$ cat src/rtl/cdb_arbiter_pkg.sv
// Shared CDB definitions: source indices, default widths and the broadcast
// bundle consumed by the RS and ROB.
package cdb_arbiter_pkg;

  localparam int CDB_N_SRC = 3;
  localparam int CDB_TAG_W = 5;
  localparam int CDB_XLEN  = 32;
  localparam int CDB_SRC_W = $clog2(CDB_N_SRC);

  localparam logic [CDB_SRC_W-1:0] CDB_SRC_ALU = 2'd0;
  localparam logic [CDB_SRC_W-1:0] CDB_SRC_LB  = 2'd1;
  localparam logic [CDB_SRC_W-1:0] CDB_SRC_ACU = 2'd2;

  typedef struct packed {
    logic                 valid;
    logic [CDB_TAG_W-1:0] tag;
    logic [CDB_XLEN-1:0]  value;
    logic [CDB_SRC_W-1:0] src;
  } cdb_packet_t;

endpackage

$ cat src/rtl/rr_priority_select.sv
// Round-robin find-first: rotate requests by ptr, pick lowest set bit,
// rotate the index back. Purely combinational.
module rr_priority_select #(
  parameter  int N  = 3,
  localparam int PW = $clog2(N)
) (
  input  logic [N-1:0]  req,
  input  logic [PW-1:0] ptr,
  output logic [N-1:0]  gnt,
  output logic [PW-1:0] idx,
  output logic          any
);

  logic [2*N-1:0] dbl;
  logic [N-1:0]   rot;
  logic [PW-1:0]  k;
  logic [PW:0]    sum;

  always_comb begin
    dbl = {req, req} >> ptr;
    rot = dbl[N-1:0];
    k   = '0;
    any = 1'b0;
    for (int i = N-1; i >= 0; i--) begin
      if (rot[i]) begin
        k   = PW'(i);
        any = 1'b1;
      end
    end
    // k + ptr < 2N, so one conditional subtract is the modulo
    sum = {1'b0, k} + {1'b0, ptr};
    if (sum >= (PW+1)'(N)) sum = sum - (PW+1)'(N);
    idx = sum[PW-1:0];
    gnt = any ? (N'(1) << idx) : '0;
  end

endmodule

$ cat src/rtl/cdb_arbiter.sv
// Single-port CDB arbiter: round-robin grant among result sources and a
// registered broadcast of the winner's tag/value to the RS and ROB.
module cdb_arbiter
  import cdb_arbiter_pkg::*;
#(
  parameter  int N_SRC = CDB_N_SRC,
  parameter  int TAG_W = CDB_TAG_W,
  parameter  int XLEN  = CDB_XLEN,
  localparam int SW    = $clog2(N_SRC)
) (
  input  logic                        clock,
  input  logic                        reset,
  input  logic                        flush,
  input  logic [N_SRC-1:0]            src_valid,
  input  logic [N_SRC-1:0][TAG_W-1:0] src_tag,
  input  logic [N_SRC-1:0][XLEN-1:0]  src_value,
  output logic [N_SRC-1:0]            src_written,
  output logic                        cdb_valid,
  output logic [TAG_W-1:0]            cdb_tag,
  output logic [XLEN-1:0]             cdb_value,
  output logic [SW-1:0]               cdb_src
);

  logic [SW-1:0]    rr_ptr;
  logic [N_SRC-1:0] req;
  logic [N_SRC-1:0] gnt;
  logic [SW-1:0]    gidx;
  logic             gany;
  logic [SW-1:0]    ptr_nxt;
  cdb_packet_t      pkt_q;

  // Grant never looks at tag/value, keeping wr_enable = ~valid | written acyclic
  assign req = src_valid & {N_SRC{~(flush | reset)}};

  rr_priority_select #(.N(N_SRC)) u_sel (
    .req (req),
    .ptr (rr_ptr),
    .gnt (gnt),
    .idx (gidx),
    .any (gany)
  );

  assign src_written = gnt;
  assign ptr_nxt     = (gidx == SW'(N_SRC-1)) ? '0 : gidx + SW'(1);

  always_ff @(posedge clock) begin
    if (reset) begin
      rr_ptr <= '0;
      pkt_q  <= '0;
    end else begin
      pkt_q.valid <= gany;
      if (gany) begin
        pkt_q.tag   <= src_tag[gidx];
        pkt_q.value <= src_value[gidx];
        pkt_q.src   <= gidx;
        rr_ptr      <= ptr_nxt;
      end
    end
  end

  assign cdb_valid = pkt_q.valid;
  assign cdb_tag   = pkt_q.tag;
  assign cdb_value = pkt_q.value;
  assign cdb_src   = pkt_q.src;

endmodule
$ cat config.mk
export PLATFORM = sky130hd
export DESIGN_NAME = cdb_arbiter
export DESIGN_NICKNAME = d
export VERILOG_FILES = /design/src/rtl/cdb_arbiter_pkg.sv /design/src/rtl/rr_priority_select.sv /design/src/rtl/cdb_arbiter.sv
export SDC_FILE = /design/constraint.sdc
export NUM_CORES = 1
export LEC_CHECK = 0
export CAP_MARGIN = 5
export CORE_MARGIN = 2
export CORE_UTILIZATION = 41
export CTS_CLUSTER_SIZE = 14
export DETAILED_ROUTE_END_ITERATION = 6
export PLACE_DENSITY = 0.89
export RECOVER_POWER = 100
export SLEW_MARGIN = 20
export SYNTH_ARGS = -nofsm -noshare
export SYNTH_HDL_FRONTEND = slang
export SYNTH_HIERARCHICAL = 1
export SYNTH_SLANG_ARGS = --single-unit
$ cat constraint.sdc
create_clock -name clock -period 11.35 [get_ports clock]
set_clock_uncertainty 0.1 [all_clocks]
set_input_delay 2.27 -clock clock [delete_from_list [all_inputs] [get_ports clock]]
set_output_delay 2.27 -clock clock [all_outputs]
set_load 0.02 [all_outputs]
==> results.txt <==
status: finished, violations left
failing checks: max-capacitance violations, max-slew violations
Pleak: 1.63 nW
Setup crit start kind: input port
part of the cycle the worst path needs: 77.1%
Synth Cell Area: 2710 um^2
Clk network pwr share: 16.1%
Setup-failing EPs final: 0
Gate Count Post-Synth: 296
fmax: 0.114 GHz
Compound-Gate Fraction of Synth Area: 20.6%
Initial Utilization: 42.5%
initial antenna violation count: 0
IO buf count: 159
Setup Fix Bufs, Post-CTS: 0
dominant synthesized flop cell: dfxtp_1
post-synthesis net count: 416
TNS Setup: 0 ps
Comb pwr share: 54.5%
ys async rst share: 0%
drt first pass iters: 4
switching part of the total: 37.4%
RSZ-0062 raised after global routing: no
element type at the critical path end: output pin
Synth Area in XOR/XNOR: 0.323%
CTS tree: done
Setup crit end: src_written[0]
GR Util All Layers: 20.4%
global route total overflow: 0
worst r2r path cells: 15
Area contributors post-synth: dfxtp_1 31%, a311oi_2 14%, mux2i_1 11%, or2_1 6.0%, nand2_1 5.1%
P_int: 0.386 mW
Clk pin slew, worst setup/hold paths: 70 ps
via count: 2715
Non-Filler Instances: 518
die height: 85.3 um
Tmin final: 8760 ps
drt via density: 5.24
vias in the first global route: 2689
M3 GR Usage: 8.07%
Routed WL per cell: 14.6 um
post-synth top area cell: dfxtp_1
global-route wire length before repair: 11900 um
post-synth top area share: 31.0%
kind of critical path: input port to output pin
Synth Register Bits: 42
CP required: 8980 ps
Hold WC Path Type: flip-flop to flip-flop
worst vdd ir: 0.0939 mV
most used routing layer: met2
DRT iter0 DRCs: 70
Adder-Cell Fraction of Synth Area: 1.66%
area grow syn2layout: 56.0%
post-synthesis mux area share: 15.8%
DRC Markers: 0
Max Slew Vio Count: 79
Syn. warnings: 6
diode count: 0
boundary pin count: 160
switching pwr: 0.230 mW
post-detail-place hpwl: 5600 um
CP Launch Point: reset
Final Hold Fails: 0
largest fanout on the critical path: 43
layout cell share with drive strength beyond 1: 8.62%
dpl cells: 510
Synth Area in Simple Gates: 23.1%
Max Root-Sink Buffers: 2
Flop pwr share: 29.4%
unique cell type count in the Yosys netlist: 34
Rel. slew slack: -72.9%
H-Tree Level Count: 2
met2 Use GR: 37.1%
pwr/cell area: 145 nW/um^2
Data arrival, critical path: 6390 ps
r2r endpoint: cdb_value[5]
Die W: 85.3 um
CTS Buf Count: 5
post-layout net count: 560
main combinational cell family by area after synthesis: simple AND/OR/NAND/NOR gates
max-cap violations: 2
row cnt: 29
post-route ant nets: 0
core outline area: 6390 um^2
Clock Tree Root: clkbuf_8
commonest non-fill, non-tap cell in the layout: clkdlybuf4s50_1
GP Congestion: 0.820
worst-skew pair later-pin latency: 280 ps
sequential area share after synthesis: 31.0%
largest net degree at the start of global routing: 81
M1 GR Usage: 21.6%
post-CTS sizing: 0
CTS hold repair buffers: 0
syn avg cell area: 9.16 um^2
DRT Wirelength: 7590 um
die area: 7280 um^2
Worst-Margin Slew: 2590 ps
Sink Count: 42
Post-synth EDFFs: 0
worst r2r src: rr_ptr[1]
R2R Setup Slk: 5350 ps
most frequent cells in the layout: 115 x clkdlybuf4s50_1, 43 x dlygate4sd3_1, 42 x dfxtp_1, 37 x nand2_1, 32 x nor2_1
## kinds of logic (layout without fill, tap and decap cells)
family,count (synthesis),after routing
xor gates and xnor gates,1,1
DFF,42,42
buffers and inverters,32,177
and+or+nand+nor,124,124
AOI/OAI and AO/OA,53,53
adders and majority gates,3,3
muxes,41,41
## power by group through the flow
stage               sequential, mW  combinational, mW  clock [mW]
floorplan                    0.210              0.232           0
global placement             0.185              0.345           0
detailed placement           0.185              0.355           0
CTS                          0.182              0.356       0.103
global route                 0.184              0.364       0.110
finish                       0.181              0.335      0.0992
## flip-flops by register name (all words and copies together), names as in the netlist
name,cells
rr_ptr,2
cdb_valid,1
cdb_value,32
cdb_src,2
cdb_tag,5
## cell usage after synthesis (5+ instances only)
library cell,count
inv_1,6
nand2_1,37
buf_2,9
nor2_1,32
dfxtp_1,42
buf_4,5
a311oi_2,26
a31oi_1,11
clkbuf_1,7
mux2i_1,29
mux2_2,11
a21oi_1,13
nor2b_1,15
or2_1,26
## worst min path at each step
| stage | cells past startpoint | start | endpoint |
|---|---|---|---|
| floorplan | 2 | rr_ptr[0] | rr_ptr[0] |
| global route | 2 | cdb_value[27] | cdb_value[27] |
| finish | 2 | cdb_src[0] | cdb_src[0] |
| detailed placement | 2 | cdb_src[0] | cdb_src[0] |
| global placement | 2 | cdb_src[0] | cdb_src[0] |
| CTS | 2 | cdb_src[0] | cdb_src[0] |
## area by class of cell
class	count	area, um^2
multi-input cells	222	1570
clock buffers	7	86.3
well taps	77	96.3
repair buffers	163	1610
fillers	539	2150
clock inverters	1	5.00
flip-flops and latches	42	841
inverters	6	22.5
## routing by layer
layer  share of wire [%]  wire [um]  up-vias
met5                   0          0        -
met4                 1.6        123        0
met3                  10        764       12
met2                  50       3760      122
met1                  39       2940     1256
li1                    -          -     1325
## stage by stage
stage	hold WS (ps)	util, %	power, mW	instance area (um^2)	setup WS (ps)
after floorplan	445	-	0.442	2710	4020
after CTS	407	68.0	0.642	4340	2560
final	389	66.3	0.616	4230	2590
after global routing	420	66.3	0.658	4230	2260
after detailed placement	389	66.6	0.541	4250	2590
after global placement	382	66.6	0.530	4250	2740
## worst max-delay path, stage by stage
cell and delay [ps]:
buf_2 80, buf_4 450, nor2_1 140, and2_0 260, nor3_1 270, a221o_1 210, ha_1 140, inv_1 50
fa_1 520, inv_1 60, ha_1 200, nor2b_1 200, o2bb2ai_1 190, inv_1 390, nor3_1 250, dlygate4sd3_1 700
Note: power is estimated with default switching activity, not from simulation.
